$ cat src/rtl/maxpool.sv
`default_nettype none
// +--------------------------------------------------------------------------+
// | maxpool : 2x2 stride-2 signed max pooling between BRAMs   | Rev 1.0      |
// +--------------------------------------------------------------------------+
module maxpool #(
    parameter int          IN_W     = 26,
    parameter int          IN_H     = 26,
    parameter logic [31:0] SRC_BASE = 32'd0,
    parameter logic [31:0] DST_BASE = 32'd0,
    parameter int          RELU     = 1
) (
    input  logic        clk,
    input  logic        rst,
    input  logic        start,
    output logic        finish,
    output logic        S_R_req,
    output logic [31:0] S_addr,
    input  logic [31:0] S_R_data,
    output logic [31:0] D_addr,
    output logic [3:0]  D_W_req,
    output logic [31:0] D_W_data
);

    localparam int          OUT_W  = IN_W / 2;
    localparam int          OUT_H  = IN_H / 2;
    localparam bit          EMPTY  = (OUT_W == 0) || (OUT_H == 0);
    localparam logic [15:0] LAST_J = 16'(OUT_W - 1);
    localparam logic [15:0] LAST_I = 16'(OUT_H - 1);
    localparam logic [31:0] IN_W_L  = 32'(IN_W);
    localparam logic [31:0] OUT_W_L = 32'(OUT_W);

    typedef enum logic [2:0] {
        IDLE  = 3'd0,
        READ  = 3'd1,
        DRAIN = 3'd2,
        WRITE = 3'd3,
        DONE  = 3'd4
    } state_t;

    state_t             state;
    state_t             state_nx;
    logic [15:0]        i;
    logic [15:0]        j;
    logic [1:0]         k;
    logic signed [31:0] run_max;

    logic [31:0] src_row;
    logic [31:0] src_col;
    logic [31:0] src_idx;
    logic [31:0] dst_idx;
    logic        last_pix;

    // k[1] selects the lower source row of the window, k[0] the right column
    assign src_row  = {15'd0, i, k[1]};
    assign src_col  = {15'd0, j, k[0]};
    assign src_idx  = src_row * IN_W_L + src_col;
    assign dst_idx  = {16'd0, i} * OUT_W_L + {16'd0, j};
    assign last_pix = (i == LAST_I) && (j == LAST_J);

    always_ff @(posedge clk or negedge rst) begin
        if (!rst) begin
            state <= IDLE;
        end else begin
            state <= state_nx;
        end
    end

    always_comb begin
        state_nx = state;
        finish   = 1'b0;
        S_R_req  = 1'b0;
        S_addr   = '0;
        D_W_req  = '0;
        D_addr   = '0;
        D_W_data = '0;
        case (state)
            IDLE: begin
                if (start) begin
                    if (EMPTY) state_nx = DONE;
                    else       state_nx = READ;
                end
            end
            READ: begin
                S_R_req = 1'b1;
                S_addr  = SRC_BASE + (src_idx << 2);
                if (k == 2'd3) state_nx = DRAIN;
            end
            DRAIN: state_nx = WRITE;
            WRITE: begin
                D_W_req  = 4'hF;
                D_addr   = DST_BASE + (dst_idx << 2);
                D_W_data = (RELU != 0 && run_max[31]) ? '0 : run_max;
                if (last_pix) state_nx = DONE;
                else          state_nx = READ;
            end
            DONE: begin
                finish = 1'b1;
                if (start) begin
                    if (EMPTY) state_nx = DONE;
                    else       state_nx = READ;
                end
            end
            default: state_nx = IDLE;
        endcase
    end

    // Read data lags the request by one cycle: word k arrives while k+1 is issued
    always_ff @(posedge clk or negedge rst) begin
        if (!rst) begin
            i       <= '0;
            j       <= '0;
            k       <= '0;
            run_max <= '0;
        end else begin
            case (state)
                IDLE, DONE: begin
                    if (start) begin
                        i <= '0;
                        j <= '0;
                        k <= '0;
                    end
                end
                READ: begin
                    k <= k + 2'd1;
                    if (k == 2'd1) begin
                        run_max <= $signed(S_R_data);
                    end else if (k != 2'd0 && $signed(S_R_data) > run_max) begin
                        run_max <= $signed(S_R_data);
                    end
                end
                DRAIN: begin
                    if ($signed(S_R_data) > run_max) run_max <= $signed(S_R_data);
                end
                WRITE: begin
                    if (j == LAST_J) begin
                        j <= '0;
                        i <= i + 16'd1;
                    end else begin
                        j <= j + 16'd1;
                    end
                end
                default: ;
            endcase
        end
    end

endmodule
`default_nettype wire
$ cat config.mk
export PLATFORM = sky130hd
export DESIGN_NAME = maxpool
export DESIGN_NICKNAME = d
export VERILOG_FILES = /design/src/rtl/maxpool.sv
export SDC_FILE = /design/constraint.sdc
export NUM_CORES = 1
export LEC_CHECK = 0
export CAP_MARGIN = 10
export CORE_ASPECT_RATIO = 0.7
export CORE_MARGIN = 4
export CORE_UTILIZATION = 30
export CTS_CLUSTER_SIZE = 14
export DETAILED_ROUTE_END_ITERATION = 6
export GPL_ROUTABILITY_DRIVEN = 0
export GPL_TIMING_DRIVEN = 0
export HOLD_SLACK_MARGIN = 0.08
export PLACE_DENSITY_LB_ADDON = 0.3
export SYNTH_ARGS = -nofsm -noshare
export SYNTH_HDL_FRONTEND = slang
export SYNTH_SLANG_ARGS = --single-unit
$ cat constraint.sdc
create_clock -name clk -period 6.1 [get_ports clk]
set_input_delay 0.61 -clock clk [delete_from_list [all_inputs] [get_ports clk]]
set_output_delay 0.61 -clock clk [all_outputs]
set_load 0.02 [all_outputs]
Word level (Yosys, flattened, before mapping)

Index checks and enable logic that the tools add are counted.
Widths: inputs -> output; s select.

Register bits after elaboration: 69
Output and inout bits: 102
Input bits: 35
Word-level logic and storage cells: 61

Equality and inequality tests: 13
Multipliers: 2
Muxes and demuxes: 22
$add $sub $neg: 5
$lt $le $gt $ge: 1
Reduce and logical (&&, ||, !) cells: 13

Operator list:

| kind                  | count |
|---|---|
| $mux 32               | 3 |
| $pmux 16 s2           | 2 |
| $pmux 32 s2           | 1 |
| $mux 31               | 2 |
| $mux 16               | 3 |
| $add 16x1->16 const B | 2 |
| $eq 16x4->1 const B   | 2 |
| $gt 32x32->1          | 1 |
| $mux 25               | 1 |
| $add 22x17->23        | 1 |
| $mux 23               | 1 |
| $add 20x16->21        | 1 |
| $mul 17x4->21 const B | 1 |
| $mul 16x4->20 const B | 1 |
| $pmux 3 s4            | 1 |
| $mux 3                | 3 |
| $reduce_bool 2->1     | 4 |
| $eq 3x2->1 const B    | 2 |
| $ne 2x2->1 const B    | 3 |
| $reduce_and 2->1      | 3 |
| $reduce_and 3->1      | 2 |
| $mux 4                | 1 |
| $pmux 2 s2            | 1 |
| $eq 3x1->1 const B    | 1 |
| 11 further kinds      | 13 |

Longest topological paths before layout

Gate-level depths: netlist of the first run.

Depth after elaboration: 5
Depth in mapped cells: 20
Gate-level depth less buffers: 20

Worst setup path after synthesis of the first run

OpenSTA, ideal clock, no wires.

Kind: register -> output
From: register i[0]
To: output port S_addr[23]
Data required time: 5.490 ns
Stages on the path, launching flop included: 19
Setup slack: 0.848 ns
Buffers on the path: 0
Data arrival time: 4.642 ns
Path through: dfrtp_1 -> inv_1 -> ha_1 -> fa_1 -> fa_1 -> a211oi_1 -> o21ai_0 -> a21o_1 -> a21oi_1 -> nand2b_1 -> nand2b_1 -> a21oi_1 -> xnor2_1 -> ha_1 -> o21ai_0 -> a31oi_1 -> o22ai_1 -> o31a_2 -> nor3_1

Cells in the longest elaborated chain, start to end: 3

Ends and longest elaborated chain:

| item                   | RTL line | RTL |
|---|---|---|
| start, declared        | 42       | `logic [15:0] i;` |
| start signal, assigned | 137      | `i <= i + 16'd1;` |
| $mul 17x4->21          | 56       | `assign src_idx = src_row * IN_W_L + src_col;` |
| $add 22x17->23         | 56       |  |
| $mux 25                | 76       | `case (state)` |
| end, declared          | 17       | `output logic [31:0] S_addr,` |

Every way passes these cells.

Worst setup path after layout of the first run

From: register i[1]
To: output port S_addr[24]

The elaborated chain is that of the path after synthesis.

==> results of run 1 <==
registers in the layout (all words and copies together) (netlist names):
signal   flops
run_max     32
state        3
j           16
i           16
k            2
layout by cell type, fill, tap and decap left out, types with 3 or more instances in the layout:
cell type        instances
nand4_1                 17
dfrtp_1                 66
o31ai_1                  3
o22ai_1                  3
dlygate4sd2_1            4
nor4_1                   5
or3_1                    9
a21oi_1                 48
clkbuf_16                9
or2_2                    3
a31oi_1                  3
nand3_1                 13
nor2_1                  81
nor2b_1                  9
conb_1                  21
nor3_1                  41
nand2_1                 48
buf_2                    3
o211ai_1                 7
and2_1                   9
xnor2_1                 39
buf_4                   32
o21ai_0                 57
fa_1                    30
clkbuf_1                14
a21oi_2                  4
o21a_1                   6
nand2b_1                 8
a211o_1                  3
a22o_1                   3
mux2_2                  32
xor2_1                  19
dfrtp_2                  3
ha_1                   118
a211oi_1                13
clkdlybuf4s50_1        108
and3_1                  11
a21o_1                  28
inv_1                  124
metrics by stage:
| stage | power (mW) | worst slack (ns) | util |
|---|---|---|---|
| 5_1_grt | 2.54 | -0.0137 | 0.389 |
| 3_5_place_dp | 1.87 | -0.226 | 0.374 |
| 2_1_floorplan | 1.49 | 0.848 | - |
| 4_1_cts | 2.38 | 0.0196 | 0.388 |
| 6_report | 2.35 | 0.240 | 0.389 |
| 3_3_place_gp | 1.85 | -0.187 | 0.373 |
power breakdown:
group / switching [mW] / leakage (nW) / internal, mW
logic: 0.657 / 3.90 / 0.531
clock network: 0.220 / 0.132 / 0.276
registers: 0.0799 / 0.877 / 0.591
Yosys cell counts, drive strengths merged (17+ instances only):
| cell | number | share of area |
|---|---|---|
| buf | 30 | 0.027 |
| dfrtp | 69 | 0.21 |
| fa | 31 | 0.077 |
| a21o | 29 | 0.027 |
| ha | 120 | 0.19 |
| a21oi | 52 | 0.033 |
| mux2 | 32 | 0.045 |
| nand4 | 17 | 0.013 |
| nor3 | 41 | 0.026 |
| nand2 | 48 | 0.022 |
| nor2 | 81 | 0.038 |
| o21ai | 59 | 0.037 |
| xnor2 | 39 | 0.043 |
| xor2 | 19 | 0.021 |
| inv | 124 | 0.058 |
logic make-up (layout without fill, tap and decap cells):
kind of cell | Yosys count | count (layout) | share of synthesized area
simple gates | 260 | 260 | 0.155
compound gates | 202 | 202 | 0.163
buf+inv | 169 | 307 | 0.0920
fa+ha+maj | 151 | 151 | 0.264
flops | 69 | 69 | 0.215
xor+xnor | 58 | 58 | 0.0632
mux | 34 | 34 | 0.0473
other cells | 1 | 21 | 0.000467
what timing repair did:
item | 4_1_cts | 5_1_grt
endpoints found under the setup margin | 9 | 8
resized for setup | 18 | 7
pin swaps | 2 | 2
buffers inserted | 5 | 1
endpoints found under the hold margin | 0 | 0
worst min-delay path by stage:
stage,start,end,cells after the start
5_1_grt,rst,run_max[26],1
6_report,rst,run_max[25],1
3_5_place_dp,run_max[3],run_max[3],1
4_1_cts,rst,run_max[25],1
3_3_place_gp,run_max[3],run_max[3],1
2_1_floorplan,rst,i[0],0
cell type report:
type,instances,area share
Inverter,125,0.0464
Timing Repair Buffer,122,0.121
Clock inverter,7,0.00508
Clock buffer,9,0.0223
Sequential cell,69,0.171
Multi-Input combinational cell,726,0.563
Buffer,44,0.0267
Tap cell,357,0.0442
layer usage:
layer	wire (um)	global-route usage	vias to the layer above
li1	-	-	3519
met5	0	0	-
met2	8840	0.210	206
met4	322	0.0327	0
met3	1410	0.0348	19
met1	11900	0.239	3302
==> flow_summary.json, run 1 <==
{
  "outcome": "completed",
  "synth_cell_type_count": 60,
  "die_width_um": 204,
  "n_antenna_cell": 0,
  "yosysWarnings": 0,
  "place_area_um2": 9730,
  "crit_type": "flop to output port",
  "numCtsBuffers": 9,
  "hp-class": "primary input to asynchronous set/reset pin",
  "regArea_um2": 1730,
  "io_pins": 137,
  "synth_seq_area_share": 0.215,
  "insertion_delay_ns": 0.35,
  "synthFlopType": "dfrtp_1",
  "final.min_clock_period_ns": 5.86,
  "core_area_um2": 26000,
  "vdd_drop_max_mv": 0.130,
  "grt_pass1_vias": 6837,
  "viasPerCell": 4.83,
  "regToRegSetupSlack_ns": 2.81,
  "arrival_ns": 5.25,
  "slew_viol_final": 0,
  "tns_ns": 0,
  "clockBufferDepth": 2,
  "end_kind": "output port",
  "fp.dieArea_um2": 29500,
  "start_util": 0.309,
  "cts_root_buf": "clkbuf_16",
  "grt_usage": 0.152,
  "finalNonFillerCells": 1459,
  "multi_input_area_um2": 5690,
  "wl_um": 22400,
  "nets": 1283,
  "drive_above_1_share": 0.0989,
  "synthCells": 944,
  "r2r-end": "i[15]",
  "crit_chain": "inv_1, ha_1, fa_1, fa_2, a211oi_2, o21ai_1, a21o_1, a21oi_1, nand2b_1, nand2b_1, a21oi_1, xnor2_1, ha_2, buf_4, and3_1, a211oi_4, buf_4, nor3_1, clkdlybuf4s50_1",
  "dpl.hpwl_um": 18400,
  "path_depth": 19,
  "skew_ns": 0.00729,
  "tightest_slew_ns": 0.773,
  "area_growth_pct": 25.7,
  "fmax_mhz": 171,
  "synth_edf_count": 0,
  "cp.required_ns": 5.49,
  "setup_viol": 0,
  "synth.avg_cell_area_um2": 8.51,
  "grt_pass1_wl_um": 36500,
  "crit_family": "adder cells",
  "first_iter_violations": 437,
  "rows": 49,
  "netlist_area_um2": 8040,
  "clock-sinks": 69,
  "holdBufCountCts": 0,
  "critPathMaxFanout": 5,
  "overflow": 0,
  "cpMaxStageDelayCell": "fa_1",
  "critPathBufInv": 4,
  "h-tree-depth": 3,
  "drtAntennaViolNets": 0,
  "worstSetupEndpoint": "S_addr[24]",
  "die_h_um": 145,
  "power_density_nw_per_um2": 233,
  "reg2reg_depth": 10,
  "numPlacedInstances": 1437,
  "drt_drc_violations_left": 0,
  "ys_seq_elements": 69,
  "fin_crit_sh": 0.961,
  "rr_startpoint": "j[1]",
  "cts_tree": "done",
  "leakagePower_nw": 4.91,
  "port_buffers": 115,
  "crit_start": "i[1]",
  "grt_max_degree": 47,
  "finalInstanceArea_um2": 10100,
  "first_pass_iters": 5,
  "wl_per_cell_um": 15.4,
  "cap_violations": 0,
  "route.vias.total": 7046,
  "critPathLaunchType": "flop",
  "critPathMaxStageDelay_ns": 0.54,
  "antenna_found_initial": 0,
  "worst_slew_margin_rel": 0.485,
  "num-fill-cells": 2695,
  "hold_viol": 0,
  "worst_hold_slack_ns": 0.164,
  "clk_pin_slew_ns": 0.06,
  "synthArstFlopShare": 1.00
}
Note: power is estimated with default switching activity, not from simulation.
==> run 2: changes to the inputs <==
- SKIP_CTS_REPAIR_TIMING: default -> 1
==> run 2 against run 1 <==
Effect of this change: total power about the same; clock skew about the same; largest power group unchanged; worst hold slack got worse by 0.0012 ns; die area unchanged; sequential power about the same; global-route usage decreased by 0.056 points; worst setup slack improved by 0.066 ns; critical path depth decreased by 1; wire length decreased by 0.15%; via count decreased by 0.54%; non-clock buffer count decreased by 4.
==> flow_summary.json, run 2 (synthesized netlist as in run 1, its figures left out) <==
{
  "cts_root_buf": "clkbuf_16",
  "antenna_found_initial": 0,
  "insertion_delay_ns": 0.35,
  "fmax_mhz": 173,
  "wl_per_cell_um": 15.4,
  "core_area_um2": 26000,
  "largest_register_ffs": 32,
  "die_h_um": 145,
  "cp.required_ns": 5.49,
  "io_pins": 137,
  "leakagePower_nw": 4.95,
  "drt_drc_violations_left": 0,
  "finalInstanceArea_um2": 10100,
  "first_iter_violations": 455,
  "layout_common_cells": "inv_1 (124), ha_1 (119), clkdlybuf4s50_1 (107)",
  "nets": 1279,
  "p_sw_mw": 0.956,
  "route.vias.total": 7008,
  "pre_cts_slack_ns": -0.226,
  "place_area_um2": 9730,
  "setup_slack_ns": 0.306,
  "rr_startpoint": "j[1]",
  "crit_type": "flop to output port",
  "p_comb_frac": 0.504,
  "overflow": 0,
  "finish.utilization": 0.387,
  "r2r-end": "i[15]",
  "p_int_mw": 1.40,
  "num-fill-cells": 2701,
  "worst_slew_margin_rel": 0.493,
  "clk_pin_slew_ns": 0.06,
  "finalPower_mw": 2.35,
  "reg2reg_depth": 10,
  "h-tree-depth": 3,
  "n_antenna_cell": 0,
  "numCtsBuffers": 9,
  "top_regs": "run_max x32, i x16, j x16",
  "outcome": "completed",
  "power_density_nw_per_um2": 234,
  "seqPwrFrac": 0.285,
  "end_kind": "output port",
  "cts_tree": "done",
  "grt_max_degree": 47,
  "drive_above_1_share": 0.0947,
  "dpl.hpwl_um": 18400,
  "arrival_ns": 5.18,
  "clockBufferDepth": 2,
  "fp.dieArea_um2": 29500,
  "slew_viol_final": 0,
  "drtAntennaViolNets": 0,
  "die_width_um": 204,
  "critPathLaunchType": "flop",
  "clock-sinks": 69,
  "setup_viol": 0,
  "cap_violations": 0,
  "regMostFlops": "run_max",
  "wl_um": 22400,
  "grt_usage": 0.151,
  "first_pass_iters": 5,
  "hold_viol": 0,
  "start_util": 0.309,
  "rows": 49,
  "layout_commonest_cell": "inv_1",
  "fin_crit_sh": 0.950,
  "clkPwrFrac": 0.211,
  "skew_ns": 0.00705,
  "viasPerCell": 4.82,
  "tightest_slew_ns": 0.761,
  "grt_pass1_vias": 6812,
  "regToRegSetupSlack_ns": 2.82,
  "worst_hold_slack_ns": 0.163,
  "critPathMaxFanout": 5,
  "port_buffers": 115,
  "grt_pass1_wl_um": 36300,
  "final.min_clock_period_ns": 5.79,
  "hp-class": "primary input to asynchronous set/reset pin",
  "area_growth_pct": 25.3,
  "vdd_drop_max_mv": 0.130,
  "swShare": 0.406
}
-- run 2: worst max path at each step --
stage | startpoint | to | cells past startpoint
floorplan | i[0] | S_addr[23] | 18
global placement | i[0] | S_addr[23] | 18
detailed placement | i[0] | S_addr[23] | 18
CTS | i[0] | S_addr[23] | 18
global route | i[0] | S_addr[21] | 21
finish | i[1] | S_addr[23] | 18
-- run 2: area by class of cell --
cell class	count	area [um^2]	area share
inverters	125	469	0.0466
plain buffers	44	270	0.0269
multi-input cells	726	5680	0.564
clock inverters	7	51.3	0.00510
well taps	357	447	0.0444
flip-flops and latches	69	1730	0.172
repair buffers	118	1190	0.119
clock buffers	9	225	0.0224
-- run 2: critical path: stages (launching register included) --
cell and delay, ns:
dfrtp_2 0.43, inv_1 0.07, ha_1 0.34, fa_1 0.53, fa_1 0.50, a211oi_2 0.26, o21ai_1 0.17, a21o_1 0.21
a21oi_1 0.21, xnor2_1 0.12, ha_1 0.37, nand2_1 0.10, nor2_1 0.13, o311ai_1 0.21, a31oi_1 0.32, o22ai_2 0.16
o31a_2 0.36, nor3_1 0.14, buf_2 0.20
-- run 2: per-stage QoR --
| stage | cells | TNS (ns) |
|---|---|---|
| 6_report | 1455 | 0 |
| 3_3_place_gp | 1436 | -0.318 |
| 3_5_place_dp | 1437 | -0.626 |
| 5_1_grt | 1455 | -0.0180 |
| 4_1_cts | 1453 | -3.48 |
| 2_1_floorplan | 964 | 0 |
-- run 2: layer usage --
| layer | GRT usage | share of wire |
|---|---|---|
| met5 | 0 | 0 |
| met3 | 0.0366 | 0.067 |
| met2 | 0.209 | 0.40 |
| met1 | 0.236 | 0.52 |
| met4 | 0.0327 | 0.014 |
-- run 2: power by group through the flow --
stage / Sequential [mW] / Combinational (mW) / Clock [mW]
final: 0.671 / 1.19 / 0.497
after global routing: 0.692 / 1.32 / 0.527
after CTS: 0.670 / 1.20 / 0.509
after detailed placement: 0.679 / 1.19 / 0
after global placement: 0.674 / 1.18 / 0
after floorplan: 0.659 / 0.829 / 0
==> run 3: changes to the inputs <==
- CORE_MARGIN: 4 -> 2
==> run 3 against run 2 <==
Effect of this change: core utilization down 0.52 points; via count up 0.24%; design area up 0.68%; wire length down 1.4%; worst hold slack better by 0.046 ns; clock-buffer cell count unchanged; largest power group unchanged; register-to-register slack better by 0.21 ns.
==> flow_summary.json, run 3 (synthesized netlist as in run 1, its figures left out) <==
{
  "r2r-end": "i[15]",
  "critPathMaxFanout": 5,
  "setup_viol": 0,
  "cts_root_buf": "clkbuf_16",
  "insertion_delay_ns": 0.35,
  "power_density_nw_per_um2": 242,
  "cp.required_ns": 5.49,
  "fp.dieArea_um2": 28100,
  "fin_crit_sh": 0.946,
  "crit_type": "flop to output port",
  "h-tree-depth": 3,
  "wl_per_cell_um": 15.1,
  "cts_tree": "done",
  "layout_commonest_cell": "inv_1",
  "n_antenna_cell": 0,
  "first_iter_violations": 298,
  "drive_above_1_share": 0.0955,
  "worstSetupEndpoint": "S_addr[23]",
  "critPathMaxStageDelay_ns": 0.52,
  "layout_common_cells": "inv_1 (124), ha_1 (120), clkdlybuf4s50_1 (107)",
  "dpl.hpwl_um": 18400,
  "drt_drc_violations_left": 0,
  "top_regs": "run_max x32, i x16, j x16",
  "overflow": 0,
  "cpMaxStageDelayCell": "fa_1",
  "grt_pass1_wl_um": 35200,
  "worst_slew_margin_rel": 0.501,
  "tightest_slew_ns": 0.749,
  "port_buffers": 115,
  "final.min_clock_period_ns": 5.77,
  "critPathLaunchType": "flop",
  "outcome": "completed",
  "hp-class": "primary input to asynchronous set/reset pin",
  "numCtsBuffers": 9,
  "regToRegSetupSlack_ns": 3.03,
  "slew_viol_final": 0,
  "start_util": 0.303,
  "largest_register_ffs": 32,
  "hold_viol": 0,
  "core_area_um2": 26500,
  "finish.utilization": 0.382,
  "nets": 1281,
  "arrival_ns": 5.16,
  "crit_chain": "inv_1, ha_1, fa_1, fa_1, a211oi_1, o21ai_1, a21o_1, a21oi_1, nand2b_1, nand2b_1, a21oi_1, xnor2_1, ha_1, o21ai_0, a31oi_1, o22ai_2, buf_4, o31a_2, nor3_1, buf_2",
  "vdd_drop_max_mv": 0.156,
  "grt_max_degree": 36,
  "skew_ns": 0.00943,
  "rows": 50,
  "area_growth_pct": 26.1,
  "setup_slack_ns": 0.327,
  "drtAntennaViolNets": 0,
  "cap_violations": 0,
  "leakagePower_nw": 5.00,
  "clock-sinks": 69,
  "reg2reg_depth": 10,
  "end_kind": "output port",
  "pre_cts_slack_ns": -0.0349,
  "antenna_found_initial": 0,
  "clk_pin_slew_ns": 0.07,
  "fmax_mhz": 173,
  "regMostFlops": "run_max",
  "wl_um": 22100,
  "viasPerCell": 4.80,
  "rr_startpoint": "j[1]",
  "worst_hold_slack_ns": 0.209,
  "die_width_um": 200,
  "die_h_um": 141,
  "grt_usage": 0.160,
  "grt_pass1_vias": 6676,
  "route.vias.total": 7025,
  "clockBufferDepth": 2,
  "finalPower_mw": 2.46,
  "io_pins": 137,
  "crit_start": "i[1]",
  "first_pass_iters": 5
}
## run 3: cell type report
class	instances	area, um^2
Buffer	44	270
Clock buffer	9	225
Clock inverter	7	105
Fill cell	2780	16400
Inverter	125	469
Multi-Input combinational cell	726	5670
Sequential cell	69	1730
Tap cell	364	455
Timing Repair Buffer	120	1210
## run 3: worst min path at each step
stage	end	cells after the start	startpoint
after detailed placement	run_max[9]	1	run_max[9]
after global placement	run_max[28]	1	run_max[28]
after CTS	run_max[17]	1	rst
final	run_max[17]	1	rst
after floorplan	i[0]	0	rst
after global routing	run_max[17]	1	rst
## run 3: stage by stage
stage                     area, um^2  instances  TNS (ns)
after floorplan                 8110        964         0
after global placement          9720       1443   -0.0674
after detailed placement        9730       1444   -0.0533
after CTS                      10100       1460     -2.15
after global routing           10100       1464  -0.00652
final                          10100       1464         0
## run 3: routing by layer
layer,GRT usage,part of all wire
met1,0.245,0.54
met2,0.231,0.41
met3,0.0258,0.041
met4,0.0378,0.014
met5,0,0
## run 3: worst max-delay path: cells and delay by family (launching register included)
| family | cells | cell delay (ns) |
|---|---|---|
| simple gates | 3 | 0.33 |
| xor+xnor | 1 | 0.11 |
| flops | 1 | 0.43 |
| buf+inv | 3 | 0.43 |
| fa+ha+maj | 4 | 1.72 |
| compound gates | 9 | 1.78 |
## run 3: where the power goes
group	switching [mW]	internal, mW
registers	0.0854	0.591
logic	0.651	0.534
clock network	0.230	0.365
total	0.967	1.49
